<file path="src/rtl/skewed_shift_bank.sv">
// rtl/skewed_shift_bank.sv - multi-channel circular word bank with skewed STREAM output
module skewed_shift_bank #(
    parameter int DATA_WIDTH = 8,
    parameter int LENGTH     = 4,
    parameter int CHANNELS   = 4
) (
    input  logic                                  clk,
    input  logic                                  reset_n,
    input  logic                                  cmd_valid,
    output logic                                  cmd_ready,
    input  logic [1:0]                            cmd_code,
    input  logic [CHANNELS*LENGTH*DATA_WIDTH-1:0] data_in,
    input  logic [CHANNELS*DATA_WIDTH-1:0]        data_write,
    output logic [CHANNELS*LENGTH*DATA_WIDTH-1:0] data_out,
    output logic [CHANNELS*DATA_WIDTH-1:0]        stream_data,
    output logic [CHANNELS-1:0]                   stream_valid,
    output logic                                  done
);

    localparam int TW        = $clog2(LENGTH + CHANNELS);
    localparam int LAST_BEAT = LENGTH + CHANNELS - 2;

    localparam logic [1:0] CMD_UPLOAD = 2'd0;
    localparam logic [1:0] CMD_LOAD   = 2'd1;
    localparam logic [1:0] CMD_WRITE  = 2'd2;
    localparam logic [1:0] CMD_STREAM = 2'd3;

    typedef enum logic [1:0] {
        ST_IDLE   = 2'd0,
        ST_STREAM = 2'd1
    } state_t;

    state_t state;
    logic [TW-1:0] t;

    // Packed so that the whole bank lines up with data_in/data_out bit for bit.
    logic [CHANNELS-1:0][LENGTH-1:0][DATA_WIDTH-1:0] mem;

    logic [CHANNELS-1:0] active;
    logic                last;

    assign cmd_ready = (state != ST_STREAM);

    // Channel c is inside its LENGTH-beat window once the wavefront reaches it.
    always_comb begin
        active = '0;
        for (int c = 0; c < CHANNELS; c++) begin
            active[c] = (32'(t) >= 32'(c)) && (32'(t) < 32'(c + LENGTH));
        end
    end

    assign last = (32'(t) == 32'(LAST_BEAT));

    always_ff @(posedge clk) begin
        if (!reset_n) begin
            state        <= ST_IDLE;
            t            <= '0;
            mem          <= '0;
            data_out     <= '0;
            stream_data  <= '0;
            stream_valid <= '0;
            done         <= 1'b0;
        end else begin
            case (state)
                ST_STREAM: begin
                    for (int c = 0; c < CHANNELS; c++) begin
                        if (active[c]) begin
                            stream_data[c*DATA_WIDTH +: DATA_WIDTH] <= mem[c][0];
                            stream_valid[c]                         <= 1'b1;
                            for (int k = 0; k < LENGTH - 1; k++) begin
                                mem[c][k] <= mem[c][k+1];
                            end
                            mem[c][LENGTH-1] <= mem[c][0];
                        end else begin
                            stream_data[c*DATA_WIDTH +: DATA_WIDTH] <= '0;
                            stream_valid[c]                         <= 1'b0;
                        end
                    end
                    t    <= t + 1'b1;
                    done <= last;
                    if (last) begin
                        state <= ST_IDLE;
                        t     <= '0;
                    end
                end
                default: begin
                    stream_data  <= '0;
                    stream_valid <= '0;
                    done         <= 1'b0;
                    if (cmd_valid) begin
                        case (cmd_code)
                            CMD_UPLOAD: data_out <= mem;
                            CMD_LOAD:   mem      <= data_in;
                            CMD_WRITE: begin
                                for (int c = 0; c < CHANNELS; c++) begin
                                    for (int k = 0; k < LENGTH - 1; k++) begin
                                        mem[c][k] <= mem[c][k+1];
                                    end
                                    mem[c][LENGTH-1] <= data_write[c*DATA_WIDTH +: DATA_WIDTH];
                                end
                            end
                            CMD_STREAM: begin
                                state <= ST_STREAM;
                                t     <= '0;
                            end
                            default: ;
                        endcase
                    end
                end
            endcase
        end
    end

endmodule
</file>
<file path="config.mk">
export PLATFORM = sky130hd
export DESIGN_NAME = skewed_shift_bank
export DESIGN_NICKNAME = d
export VERILOG_FILES = /design/src/rtl/skewed_shift_bank.sv
export SDC_FILE = /design/constraint.sdc
export NUM_CORES = 1
export LEC_CHECK = 0
export ABC_AREA = 0
export CAP_MARGIN = 10
export CELL_PAD_IN_SITES_DETAIL_PLACEMENT = 1
export CELL_PAD_IN_SITES_GLOBAL_PLACEMENT = 2
export CORE_AREA = 2 2 204 206
export CTS_CLUSTER_DIAMETER = 80
export DETAILED_ROUTE_END_ITERATION = 7
export DIE_AREA = 0 0 206 208
export GPL_TIMING_DRIVEN = 0
export HOLD_SLACK_MARGIN = 0.15
export PLACE_DENSITY_LB_ADDON = 0.1
export SYNTH_ARGS = -nofsm -noshare
export SYNTH_HDL_FRONTEND = slang
export SYNTH_SLANG_ARGS = --single-unit
export TNS_END_PERCENT = 100
</file>
<file path="constraint.sdc">
create_clock -name clk -period 5.4 [get_ports clk]
set_input_delay 1.35 -clock clk [delete_from_list [all_inputs] [get_ports clk]]
set_output_delay 1.35 -clock clk [all_outputs]
set_load 0.01 [all_outputs]
</file>
* Word level (Yosys, flattened, before mapping) *
Cells that the tools add are included.

operators by class
  order comparisons = 7
  bitwise logic cells = 1
  eq/ne operators = 11
  reduce and logical (&&, ||, !) cells = 19
  multiplexer cells = 19
  $add $sub $neg = 1

operator list
  kind                                                 number
  2-to-1 mux 128 bit                                   2
  one-hot mux 128 bit (2 select lines)                 1
  2-to-1 mux 32 bit                                    4
  AND reduction 3 bit                                  10
  less-than comparator 3 bit, second input constant    4
  2-to-1 mux 3 bit                                     4
  != test 2 bit, second input constant                 5
  2-to-1 mux 2 bit                                     4
  >= comparator 3 x 2 -> 1 bit, second input constant  2
  equality test 2 x 1 -> 1 bit, second input constant  2
  equality test 2 bit, second input constant           2
  2-to-1 mux 1 bit                                     4
  AND reduction 2 bit                                  2
  nonzero test 2 bit                                   2
  adder 3 x 1 -> 3 bit, second input constant          1
  equality test 3 bit, second input constant           1
  >= comparator 3 x 1 -> 1 bit, second input constant  1
  logical AND 1 bit                                    3
  nonzero test 3 bit                                   1
  logical NOT 2 bit                                    1
  != test 2 x 1 -> 1 bit, second input constant        1
  inverter 1 bit                                       1

word-level totals
  input bits = 165
  output and inout bits = 166
  register bits after elaboration = 298
  word-level logic and storage cells = 83

* Depth between registers and ports, before layout *
Gate-level depths: netlist of the first run.

  depth in word-level cells = 4
  mapped depth = 9
  mapped depth without buffers = 6

* Least setup slack after synthesis of the first run *
OpenSTA, ideal clock, no wires.

  path type = input -> register
  start = input cmd_code[0]
  end = register mem[37] (netlist bit)
  buffers on the path = 2
  data required time = 5.284 ns
  stages = 8
  library setup time = 0.116 ns
  arrival = 2.674 ns
  slack = 2.610 ns
  path through = inv_1 > ha_1 > and3b_1 > a21o_1 > and2_1 > buf_2 > buf_6 > o211a_1

on the way
  cells in the longest elaborated chain, start to end = 4
  elaborated cells between the ends (all ways) = 7
  classes of those cells = 2 x eq/ne; 3 x mux; 2 x reduce/logical

RTL lines
  item                                                                 RTL line  text
  from (decl)                                                          11        input logic [1:0] cmd_code,
  equality test 2 bit or equality test 2 x 1 -> 1 bit (tied branches)  91        case (cmd_code)
  one-hot mux 128 bit (2 select lines)                                 91
  2-to-1 mux 128 bit                                                   90        if (cmd_valid) begin
  2-to-1 mux 128 bit                                                   64        case (state)
  to (signal, indexed assignment)                                      71        mem[c][k] <= mem[c][k+1];
  to (signal assigned)                                                 93        CMD_LOAD: mem <= data_in;
  to (signal, indexed assignment)                                      97        mem[c][k] <= mem[c][k+1];
  to (decl)                                                            37        logic [CHANNELS-1:0][LENGTH-1:0][DATA_WIDTH-1:0] mem;

Several ways; a longest one is shown, not always the timed one. The select of a mux whose other input is x is not followed.
A chain may end at the register's enable or synchronous reset.

* Final worst setup path of the first run *
  start = register state[0]
  end = output cmd_ready

on the way
  cells in the longest elaborated chain, start to end = 1

RTL lines
  item                    RTL line  text
  from (decl)             33        state_t state;
  from (signal assigned)  56        state <= ST_IDLE;
  from (signal assigned)  82        state <= ST_IDLE;
  from (signal assigned)  103       state <= ST_STREAM;
  != test 2 x 1 -> 1 bit  42        assign cmd_ready = (state != ST_STREAM);
  to (decl)               10        output logic cmd_ready,

Every way passes these cells.

==> implementation parameters, run 1 <==
Parameter                              Value

Outcome
  Run status ... completed

Detailed routing
  Detail-routed via count per cell ... 4.90
  Vias after detailed routing ... 11.5k
  Count of antenna-violating nets left after detailed routing ... 0
  DRT Wirelength ... 48700 µm
  # DRC ... 0
  Iter 0 DRT Violations ... 440
  First-pass detailed-route iteration total ... 5
  Routed WL per cell ... 20.7 µm

STA
  Actual transition at the worst max-transition pin ... 1.14 ns
  Summed negative setup slack over all endpoints ... 0 ns
  Final hold violation count ... 0
  Upper clock frequency limit ... 0.263 GHz
  Setup repair after global routing missed its margin ... no
  Clock period minus final worst setup slack ... 3.81 ns
  Worst relative slew slack ... 0.233
  Max Clock Skew ... 0.0235 ns
  Setup-failing EPs final ... 0
  Max-slew violation count ... 0
  Period Utilization, post-route ... 0.705

Power
  Worst IR Drop VDD ... 0.179 mV
  Switching power ... 1450 µW
  Leakage power figure ... 0.00730 µW
  Portion of total power attributed to sequential cells ... 0.441
  Tot Pwr ... 5490 µW
  Part of the power in combinational logic ... 0.123
  Internal power ... 4040 µW
  Sw frac ... 0.264
  Ratio of total power to cell area ... 313 nW/µm²
  Clock Power Share ... 0.436

Global routing
  Met3 track demand over resource in global routing ... 0.0381
  GRT Max-Usage Layer ... met2
  Met1 GRT Util ... 0.308
  Global-route total usage across every layer ... 0.226
  Antenna violations before repair ... 2
  Wire length of the first global-routing pass ... 73800 µm
  Met2 Track Usage GR ... 0.370
  Maximum number of pins on one net before global-route repair ... 13
  Gr ovfl total ... 0
  Number of global-route vias before repair ... 12.2k

Logic synthesis
  Asr flop ratio synth ... 0
  Net Count, Synth ... 1593
  Post-Synthesis Mean Instance Area ... 8.74 µm²
  Leading register cell type out of synthesis ... dfxtp_1
  Number of distinct standard cells referenced by the synthesized netlist ... 32
  Total number of yosys warnings ... 0
  Share of synthesized area occupied by flip-flops and latches ... 0.478
  Post-synthesis instance total ... 1422
  Yosys reg bits ... 297
  Post-synth design cell area ... 12400 µm²
  Number of synthesized flops with an enable pin ... 0

Clock tree
  TritonCTS buffer count ... 36
  Post-CTS Setup Bufs ... 0
  Source-to-sink clock delay at the later pin of the worst-skew pair ... 0.55 ns
  Clock slew at reported path FFs ... 0.06 ns
  Post-cts hold buffer count ... 0
  CTS tree ... done
  Clock Tree Root ... clkbuf_16
  Clock H-tree levels ... 2
  Cells resized by post-CTS repair ... 0
  Clock Sinks ... 297
  Worst-case clock buffer depth ... 3

Die
  Initial core utilization ... 0.307
  Die outline height ... 208 µm
  Die area ... 42800 µm²
  Placeable Area ... 40600 µm²
  Die extent in x ... 206 µm
  Total number of placement rows ... 74
  Number of primary I/O pins ... 331

Setup path
  Critical Path Fanout Max ... 10
  Worst endpoint data arrival time ... 2.46 ns
  Classification of the worst setup path ... reg2out
  Worst Setup Start Kind ... register
  Kind of capture point of the worst setup path ... output port
  WP data required ... 4.05 ns

Layout
  Antenna Cells ... 0
  # fillers ... 4827
  Area added between synthesis and finish ... 41.2%
  Fraction of final layout cells with drive strength greater than 1 ... 0.0705
  Layout net count ... 1960

Min path
  Class of the tightest hold or removal check ... reg2reg

Placement
  Gp weighted congestion ... 0.782
  Post-detail-place hpwl ... 37300 µm
  Number of input and output port buffers inserted ... 329

Job
  Maximum capacitance violations ... 0
## cell type report
type	instances	area [µm²]	share of cell area
tap	532	666	0.0379
timing repair buffer	329	3290	0.188
clock buffer	56	1110	0.0631
inverter	5	18.8	0.00107
multi-input combinational	989	5810	0.331
buffer	131	657	0.0374
sequential	297	5950	0.339
clock inverter	8	51.3	0.00292
## synthesized netlist by cell type, types with 4 or more instances
master | n | area share
dfxtp_1 | 297 | 0.48
inv_1 | 5 | 0.0015
nand2_1 | 390 | 0.12
and3_1 | 10 | 0.0050
buf_4 | 21 | 0.013
and2_1 | 28 | 0.014
buf_2 | 45 | 0.018
mux2i_1 | 65 | 0.052
clkbuf_1 | 59 | 0.018
nor2b_1 | 10 | 0.0050
o211a_1 | 96 | 0.077
ha_1 | 6 | 0.0060
o2111ai_1 | 8 | 0.0056
nand4_1 | 8 | 0.0040
nand3_1 | 98 | 0.039
a21boi_0 | 136 | 0.082
o21ai_1 | 14 | 0.0056
o211ai_1 | 8 | 0.0048
buf_6 | 4 | 0.0036
o21ai_0 | 94 | 0.038
## logic make-up (layout without fill, tap and decap cells)
| group | Yosys count | count (layout) | share of synthesized area |
|---|---|---|---|
| AOI/OAI and AO/OA | 363 | 363 | 0.218 |
| xor gates and xnor gates | 1 | 1 | 0.000705 |
| adders and majority gates | 6 | 6 | 0.00604 |
| buffers and inverters | 136 | 529 | 0.0544 |
| DFF | 297 | 297 | 0.478 |
| muxes | 65 | 65 | 0.0523 |
| and+or+nand+nor | 554 | 554 | 0.190 |
## metrics by stage
step | hold slack (ns) | instances | setup slack (ns) | cell area, µm² | utilization
4_1_cts | 0.465 | 2347 | 1.55 | 17500 | 0.433
5_1_grt | 0.485 | 2347 | 1.46 | 17500 | 0.433
3_5_place_dp | 0.457 | 2283 | 1.47 | 16400 | 0.404
2_1_floorplan | 0.438 | 1422 | 2.61 | 12400 | -
3_3_place_gp | 0.451 | 2283 | 1.49 | 16400 | 0.404
6_report | 0.463 | 2347 | 1.59 | 17500 | 0.433
## path summary, 6_finish.rpt
path	startpoint	endpoint	slack, ns	cells after the start
setup / recovery	state[0]$_SDFFE_PN0P_	cmd_ready	1.59	5
hold / removal	data_out[110]$_SDFFE_PN0P_	data_out[110]$_SDFFE_PN0P_	0.46	2
hold reg to reg	data_out[110]$_SDFFE_PN0P_	data_out[110]$_SDFFE_PN0P_	0.46	2
setup reg to reg	state[0]$_SDFFE_PN0P_	mem[16]$_SDFFE_PN0P_	3.22	8
## worst max-delay path: stages (launching register included)
cell	delay (ns)
dfxtp_1	0.30
buf_4	0.18
inv_1	0.12
buf_2	0.25
buf_1	0.39
clkdlybuf4s50_1	0.66
## routing by layer
metal | wire [µm] | share of wire
met1 | 22900 | 0.47
met2 | 22600 | 0.46
met3 | 2150 | 0.044
met4 | 1000 | 0.021
met5 | 0 | 0
## power groups by stage
stage	Combinational (µW)	Clock, µW	Sequential, µW
floorplan	367	0	2420
global placement	676	0	2470
detailed placement	687	0	2470
CTS	690	2450	2420
global route	749	2550	2430
finish	678	2390	2420
## registers in the layout, indices dropped and copies added, names as in the netlist
| signal | flops |
|---|---|
| stream_valid | 4 |
| stream_data | 32 |
| done | 1 |
| data_out | 128 |
| t | 3 |
| mem | 128 |
| state | 1 |
## layout by cell type (no fill, tap or decap), types with 8 or more instances in the layout
cell,instances
nand2_1,390
clkdlybuf4s50_1,329
dfxtp_1,297
a21boi_0,136
nand3_1,98
o211a_1,96
o21ai_0,94
clkbuf_1,67
mux2i_1,65
buf_2,45
clkbuf_16,37
and2_1,28
buf_4,21
o21ai_1,14
clkbuf_8,11
nor2b_1,10
and3_1,10
nand4_1,8
o211ai_1,8
o2111ai_1,8
Power figures use the tool's default switching activity.
==> run 2, diff against run 1 <==
--- a/config.mk
+++ b/config.mk
@@ -9,10 +9,10 @@
 export CAP_MARGIN = 10
 export CELL_PAD_IN_SITES_DETAIL_PLACEMENT = 1
 export CELL_PAD_IN_SITES_GLOBAL_PLACEMENT = 2
-export CORE_AREA = 2 2 204 206
+export CORE_AREA = 2 2 222 224
 export CTS_CLUSTER_DIAMETER = 80
 export DETAILED_ROUTE_END_ITERATION = 7
-export DIE_AREA = 0 0 206 208
+export DIE_AREA = 0 0 224 226
 export GPL_TIMING_DRIVEN = 0
 export HOLD_SLACK_MARGIN = 0.15
 export PLACE_DENSITY_LB_ADDON = 0.1
==> constraint.sdc (replaced) <==
create_clock -name clk -period 3.5 [get_ports clk]
set_input_delay 0.875 -clock clk [delete_from_list [all_inputs] [get_ports clk]]
set_output_delay 0.875 -clock clk [all_outputs]
set_load 0.01 [all_outputs]
==> implementation parameters, run 2 (synthesized netlist as in run 1, its figures left out) <==
Parameter                              Value

Outcome
  Run status ... completed

Clock tree
  TritonCTS buffer count ... 38 (+5.6%)
  Clock Tree Root ... clkbuf_16
  Post-CTS Setup Bufs ... 0 (unchanged)
  CTS tree ... done
  Cells resized by post-CTS repair ... 0 (unchanged)
  Source-to-sink clock delay at the later pin of the worst-skew pair ... 0.55 ns (about the same)
  Post-cts hold buffer count ... 0 (unchanged)
  Clock slew at reported path FFs ... 0.06 ns (about the same)
  Worst-case clock buffer depth ... 3 (unchanged)
  Clock H-tree levels ... 2 (unchanged)
  Clock Sinks ... 297 (unchanged)

Min path
  Worst hold path cell count ... 2 (unchanged)
  Min-Delay Startpoint ... data_out[4]$_SDFFE_PN0P_
  Class of the tightest hold or removal check ... reg2reg
  Endpoint of the worst hold-timing path ... data_out[4]$_SDFFE_PN0P_

Detailed routing
  Detail-routed via count per cell ... 4.69 (-4.4%)
  Iter 0 DRT Violations ... 459 (+4.3%)
  First-pass detailed-route iteration total ... 5 (unchanged)
  Routed WL per cell ... 21.1 µm (+1.9%)
  Vias after detailed routing ... 11.4k (-0.63%)
  Count of antenna-violating nets left after detailed routing ... 0 (unchanged)
  DRT Wirelength ... 51500 µm (+5.9%)
  # DRC ... 0 (unchanged)

STA
  Summed negative setup slack over all endpoints ... 0 ns (unchanged)
  Worst relative slew slack ... 0.351 (+0.118)
  Upper clock frequency limit ... 0.323 GHz
  Actual transition at the worst max-transition pin ... 0.974 ns (-0.168 ns)
  Period Utilization, post-route ... 0.883
  Max Clock Skew ... 0.0100 ns (-0.0134 ns)
  Max-slew violation count ... 0 (unchanged)
  Clock period minus final worst setup slack ... 3.09 ns
  Final hold violation count ... 0 (unchanged)
  Setup-failing EPs final ... 0 (unchanged)
  Slack of the critical path ... 0.408 ns (-1.19 ns)
  Setup repair after global routing missed its margin ... no

Die
  Die outline height ... 226 µm (+8.7%)
  Placeable Area ... 48300 µm² (+19%)
  Die extent in x ... 224 µm (+8.7%)
  Total number of placement rows ... 81 (+9.5%)
  Number of primary I/O pins ... 331 (unchanged)
  Die area ... 50600 µm² (+18%)
  Initial core utilization ... 0.257 (-0.0494)

Global routing
  Wire length of the first global-routing pass ... 76500 µm (+3.7%)
  Global-route total usage across every layer ... 0.201 (-0.0251)
  Gr ovfl total ... 0 (unchanged)
  Number of global-route vias before repair ... 12.1k (-1.1%)
  Antenna violations before repair ... 0 (-2)
  Maximum number of pins on one net before global-route repair ... 14 (+1)

Power
  Switching power ... 2300 µW (+58%)
  Part of the power in combinational logic ... 0.123 (about the same)
  Internal power ... 6420 µW (+59%)
  Worst IR Drop VDD ... 0.243 mV (+36%)
  Clock Power Share ... 0.449 (+0.013)
  Leakage power figure ... 0.00732 µW (+0.31%)
  Portion of total power attributed to sequential cells ... 0.428 (-0.013)
  Ratio of total power to cell area ... 491 nW/µm² (+57%)
  Sw frac ... 0.263 (-0.00101)

Setup path
  Worst endpoint data arrival time ... 2.22 ns (-0.24 ns)
  Kind of capture point of the worst setup path ... output port
  Endpoint of the lowest-slack register-to-register path ... mem[16]$_SDFFE_PN0P_
  Worst Setup Start Kind ... register
  Critical Path Fanout Max ... 19 (+9)
  Classification of the worst setup path ... reg2out
  Launch point of the worst reg-to-reg path ... state[0]$_SDFFE_PN0P_
  Critical path, cell by cell ... buf_4 -> inv_1 -> buf_2 -> clkdlybuf4s50_1
  Buffer and inverter count on the worst path ... 4 (-1)
  Crit path largest cell delay ... 0.66 ns (about the same)
  Reg2Reg Depth ... 8 (unchanged)
  Reg2reg setup slack ... 1.07 ns (-2.15 ns)
  CP top delay family ... buffers and inverters
  Crit-path slowest cell ... clkdlybuf4s50_1
  WP data required ... 2.62 ns (-1.43 ns)

Layout
  Final Util ... 0.367 (-0.0659)
  Post-route cell area ... 17700 µm² (+1.0%)
  Most frequent cells in the layout ... nand2_1 (390), clkdlybuf4s50_1 (329), dfxtp_1 (297)
  Post-route non-filler standard cell count ... 2439 (+3.9%)
  Layout net count ... 1962 (+0.10%)
  # fillers ... 5671 (+17%)
  Area added between synthesis and finish ... 42.6%
  Registers with the most flip-flops ... data_out x128, mem x128, stream_data x32
  Fraction of final layout cells with drive strength greater than 1 ... 0.0704 (-0.0000776)
  Antenna Cells ... 0 (unchanged)
  Commonest non-fill, non-tap cell in the layout ... nand2_1

Placement
  Number of input and output port buffers inserted ... 329 (unchanged)
  DP Area ... 16500 µm² (+0.69%)
  Post-detail-place hpwl ... 39400 µm (+5.7%)
  Gp weighted congestion ... 0.760 (-2.9%)
  Worst slack after detailed placement ... -0.155 ns (-1.62 ns)
  Instance count after placement with tap cells included ... 2373 (+3.9%)

Job
  Maximum capacitance violations ... 0 (unchanged)
==> run 2: changes by cell type in the layout (fill, tap and decap cells not counted), moves of 2 or more <==
cell	before	now
clkbuf_1	67	70
clkbuf_8	11	8
bufinv_16	0	2
clkbuf_16	37	39
clkinv_2	5	3
clkinvlp_4	0	2
==> run 2: how the worst max path moves through the flow <==
stage	startpoint	to	slack [ns]	cells past startpoint
floorplan	cmd_code[0]	mem[37]$_SDFFE_PN0P_	1.18	8
finish	state[0]$_SDFFE_PN0P_	cmd_ready	0.41	4
detailed placement	cmd_code[0]	mem[16]$_SDFFE_PN0P_	-0.15	10
CTS	state[0]$_SDFFE_PN0P_	cmd_ready	0.02	5
global route	state[0]$_SDFFE_PN0P_	cmd_ready	0.29	4
global placement	cmd_code[0]	mem[16]$_SDFFE_PN0P_	-0.11	10
==> run 2: power groups by stage <==
stage                     combinational [µW]  sequential (µW)  clock [µW]
after floorplan                          566             3730           0
after global placement                  1080             3800           0
after detailed placement                1090             3810           0
after CTS                               1090             3730        4040
after global routing                    1180             3750        4170
final                                   1070             3730        3910
==> run 2: layout make-up <==
type / count / area, µm² / share of cell area
tap: 622 / 778 / 0.0439
multi-input combinational: 989 / 5810 / 0.328
inverter: 5 / 18.8 / 0.00106
clock buffer: 58 / 1130 / 0.0636
sequential: 297 / 5950 / 0.335
clock inverter: 8 / 98.8 / 0.00557
timing repair buffer: 330 / 3300 / 0.186
buffer: 130 / 653 / 0.0368
==> run 2: worst reg2reg max path: cells and delay by family (launching register included) <==
family          cells  cell delay, ns
simple gates        3            0.86
buf+inv             4            1.08
flops               1            0.30
compound gates      1            0.15
==> run 2: stage by stage <==
| stage | hold WS [ns] | power (µW) |
|---|---|---|
| global placement | 0.452 | 4880 |
| finish | 0.461 | 8710 |
| global route | 0.488 | 9100 |
| floorplan | 0.438 | 4300 |
| detailed placement | 0.457 | 4890 |
| CTS | 0.465 | 8870 |
==> run 2: per-layer routing <==
metal	GRT usage	up-vias	part of all wire
li1	-	5630	-
met1	0.265	5519	0.47
met2	0.339	233	0.47
met3	0.0337	53	0.040
met4	0.0566	0	0.020
met5	0	-	0
==> run 3, diff against run 2 <==
--- a/config.mk
+++ b/config.mk
@@ -11,9 +11,9 @@
 export CELL_PAD_IN_SITES_GLOBAL_PLACEMENT = 2
 export CORE_AREA = 2 2 222 224
 export CTS_CLUSTER_DIAMETER = 80
+export CTS_CLUSTER_SIZE = 8
 export DETAILED_ROUTE_END_ITERATION = 7
 export DIE_AREA = 0 0 224 226
-export GPL_TIMING_DRIVEN = 0
 export HOLD_SLACK_MARGIN = 0.15
 export PLACE_DENSITY_LB_ADDON = 0.1
 export SYNTH_ARGS = -nofsm -noshare
==> implementation parameters, run 3 (synthesized netlist as in run 1, its figures left out) <==
Parameter                              Value

Layout
  Registers with the most flip-flops ... data_out x128, mem x128, stream_data x32
  Area added between synthesis and finish ... 40.3%
  Commonest non-fill, non-tap cell in the layout ... nand2_1
  Layout net count ... 1867 (-4.8%)
  Most frequent cells in the layout ... nand2_1 (390), clkdlybuf4s50_1 (329), dfxtp_1 (296)
  Fraction of final layout cells with drive strength greater than 1 ... 0.0506 (-0.0198)
  Antenna Cells ... 0 (unchanged)
  # fillers ... 5550 (-2.1%)

Die
  Die extent in x ... 224 µm (unchanged)
  Number of primary I/O pins ... 331 (unchanged)
  Placeable Area ... 48300 µm² (unchanged)
  Total number of placement rows ... 81 (unchanged)
  Die outline height ... 226 µm (unchanged)
  Die area ... 50600 µm² (unchanged)
  Initial core utilization ... 0.257 (unchanged)

STA
  Summed negative setup slack over all endpoints ... 0 ns (unchanged)
  Final hold violation count ... 0 (unchanged)
  Period Utilization, post-route ... 0.790 (-0.0936)
  Actual transition at the worst max-transition pin ... 1.05 ns (+0.0795 ns)
  Upper clock frequency limit ... 0.362 GHz (+12%)
  Max-slew violation count ... 0 (unchanged)
  Setup repair after global routing missed its margin ... no
  Worst relative slew slack ... 0.298 (-0.0530)
  Max Clock Skew ... 0.0112 ns (+0.00113 ns)
  Clock period minus final worst setup slack ... 2.76 ns (-0.328 ns)
  Setup-failing EPs final ... 0 (unchanged)
  Slack of the critical path ... 0.736 ns (+0.328 ns)

Power
  Portion of total power attributed to sequential cells ... 0.439 (+0.011)
  Clock Power Share ... 0.442 (-0.007)
  Part of the power in combinational logic ... 0.119 (-0.004)
  Internal power ... 6320 µW (-1.5%)
  Leakage power figure ... 0.00711 µW (-2.9%)
  Worst IR Drop VDD ... 0.261 mV (+7.4%)
  Ratio of total power to cell area ... 487 nW/µm² (-0.90%)
  Switching power ... 2170 µW (-5.5%)
  Sw frac ... 0.255 (-0.00794)

Placement
  Worst slack after detailed placement ... 0.418 ns (+0.572 ns)
  Number of input and output port buffers inserted ... 330 (+0.30%)
  Gp weighted congestion ... 0.721 (-5.1%)
  Post-detail-place hpwl ... 32000 µm (-19%)

Setup path
  Worst endpoint data arrival time ... 1.89 ns (-0.33 ns)
  Kind of capture point of the worst setup path ... output port
  Critical Path Fanout Max ... 7 (-12)
  Reg2Reg Depth ... 7 (-1)
  Launch point of the worst reg-to-reg path ... t[1]$_SDFFE_PN0P_
  Worst Setup Start Kind ... register
  WP data required ... 2.62 ns (about the same)
  Classification of the worst setup path ... reg2out
  Endpoint of the lowest-slack register-to-register path ... mem[107]$_SDFFE_PN0P_
  Reg2reg setup slack ... 1.01 ns (-0.06 ns)

Min path
  Min-Delay Startpoint ... data_out[98]$_SDFFE_PN0P_
  Class of the tightest hold or removal check ... reg2reg
  Endpoint of the worst hold-timing path ... data_out[98]$_SDFFE_PN0P_
  Worst hold path cell count ... 2 (unchanged)

Clock tree
  CTS tree ... done
  Post-cts hold buffer count ... 0 (unchanged)
  Clock Tree Root ... clkbuf_16
  Post-CTS Setup Bufs ... 0 (unchanged)
  Worst-case clock buffer depth ... 3 (unchanged)
  TritonCTS buffer count ... 43 (+13%)
  Clock slew at reported path FFs ... 0.05 ns (about the same)
  Source-to-sink clock delay at the later pin of the worst-skew pair ... 0.55 ns (about the same)
  Clock Sinks ... 297 (unchanged)
  Cells resized by post-CTS repair ... 0 (unchanged)
  Clock H-tree levels ... 2 (unchanged)

Global routing
  Number of global-route vias before repair ... 11.5k (-4.4%)
  Maximum number of pins on one net before global-route repair ... 112 (+98)
  Antenna violations before repair ... 1 (+1)
  Gr ovfl total ... 0 (unchanged)
  Wire length of the first global-routing pass ... 70000 µm (-8.5%)
  Global-route total usage across every layer ... 0.179 (-0.0222)

Detailed routing
  Vias after detailed routing ... 11.1k (-3.1%)
  Iter 0 DRT Violations ... 477 (+3.9%)
  Detail-routed via count per cell ... 4.78 (+1.8%)
  # DRC ... 0 (unchanged)
  Count of antenna-violating nets left after detailed routing ... 0 (unchanged)
  DRT Wirelength ... 46100 µm (-11%)
  First-pass detailed-route iteration total ... 4 (-1)
  Routed WL per cell ... 19.9 µm (-6.0%)

Job
  Maximum capacitance violations ... 0 (unchanged)

Outcome
  Run status ... completed
run 3: changes by cell type in the layout (fill, tap and decap cells not counted), sizes merged:
cell	before	now
buf	71	30
bufinv	2	0
clkinv	3	0
inv	6	5
clkinvlp	2	1
clkbuf	118	48
run 3: critical path, stage by stage (launching register included):
cell	delay (ns)
dfxtp_4	0.34
inv_1	0.31
clkdlybuf4s50_1	0.70
run 3: worst max-delay path by stage:
stage                                      from              endpoint  slack [ns]  cells after the start
after detailed placement            cmd_code[1]  mem[26]$_SDFFE_PN0P_        0.42                      8
after CTS                 state[0]$_SDFFE_PN0P_             cmd_ready        0.67                      2
after global placement              cmd_code[1]  mem[34]$_SDFFE_PN0P_        0.45                      8
after floorplan                     cmd_code[0]  mem[37]$_SDFFE_PN0P_        1.18                      8
final                     state[0]$_SDFFE_PN0P_             cmd_ready        0.74                      2
after global routing      state[0]$_SDFFE_PN0P_             cmd_ready        0.67                      2
run 3: layer usage:
metal	wire [µm]	track usage	vias up
met4	968	0.0540	0
met2	21300	0.292	243
met3	2360	0.0383	59
met1	21400	0.237	5367
met5	0	0	-
li1	-	-	5414
run 3: power by group through the flow:
stage | registers [µW] | clock network [µW] | logic, µW
detailed placement | 3800 | 0 | 1030
floorplan | 3730 | 0 | 566
global route | 3750 | 4020 | 1110
CTS | 3730 | 3900 | 1030
finish | 3730 | 3750 | 1010
global placement | 3800 | 0 | 1020
run 3: area by class of cell:
| cell class | instances | area (µm²) | share of cell area |
|---|---|---|---|
| sequential | 297 | 5950 | 0.341 |
| inverter | 5 | 18.8 | 0.00108 |
| clock inverter | 1 | 7.51 | 0.000431 |
| clock buffer | 47 | 1140 | 0.0656 |
| multi-input combinational | 989 | 5860 | 0.336 |
| tap | 622 | 778 | 0.0446 |
| timing repair buffer | 360 | 3680 | 0.211 |
run 3: stage by stage:
stage	area, µm²	std cells	hold slack (ns)	util	total power, µW
global route	17400	2321	0.481	0.361	8890
CTS	17400	2321	0.467	0.361	8660
finish	17400	2321	0.463	0.361	8490
detailed placement	16300	2273	0.460	0.337	4830
global placement	16300	2273	0.452	0.337	4820
floorplan	12400	1422	0.438	-	4300
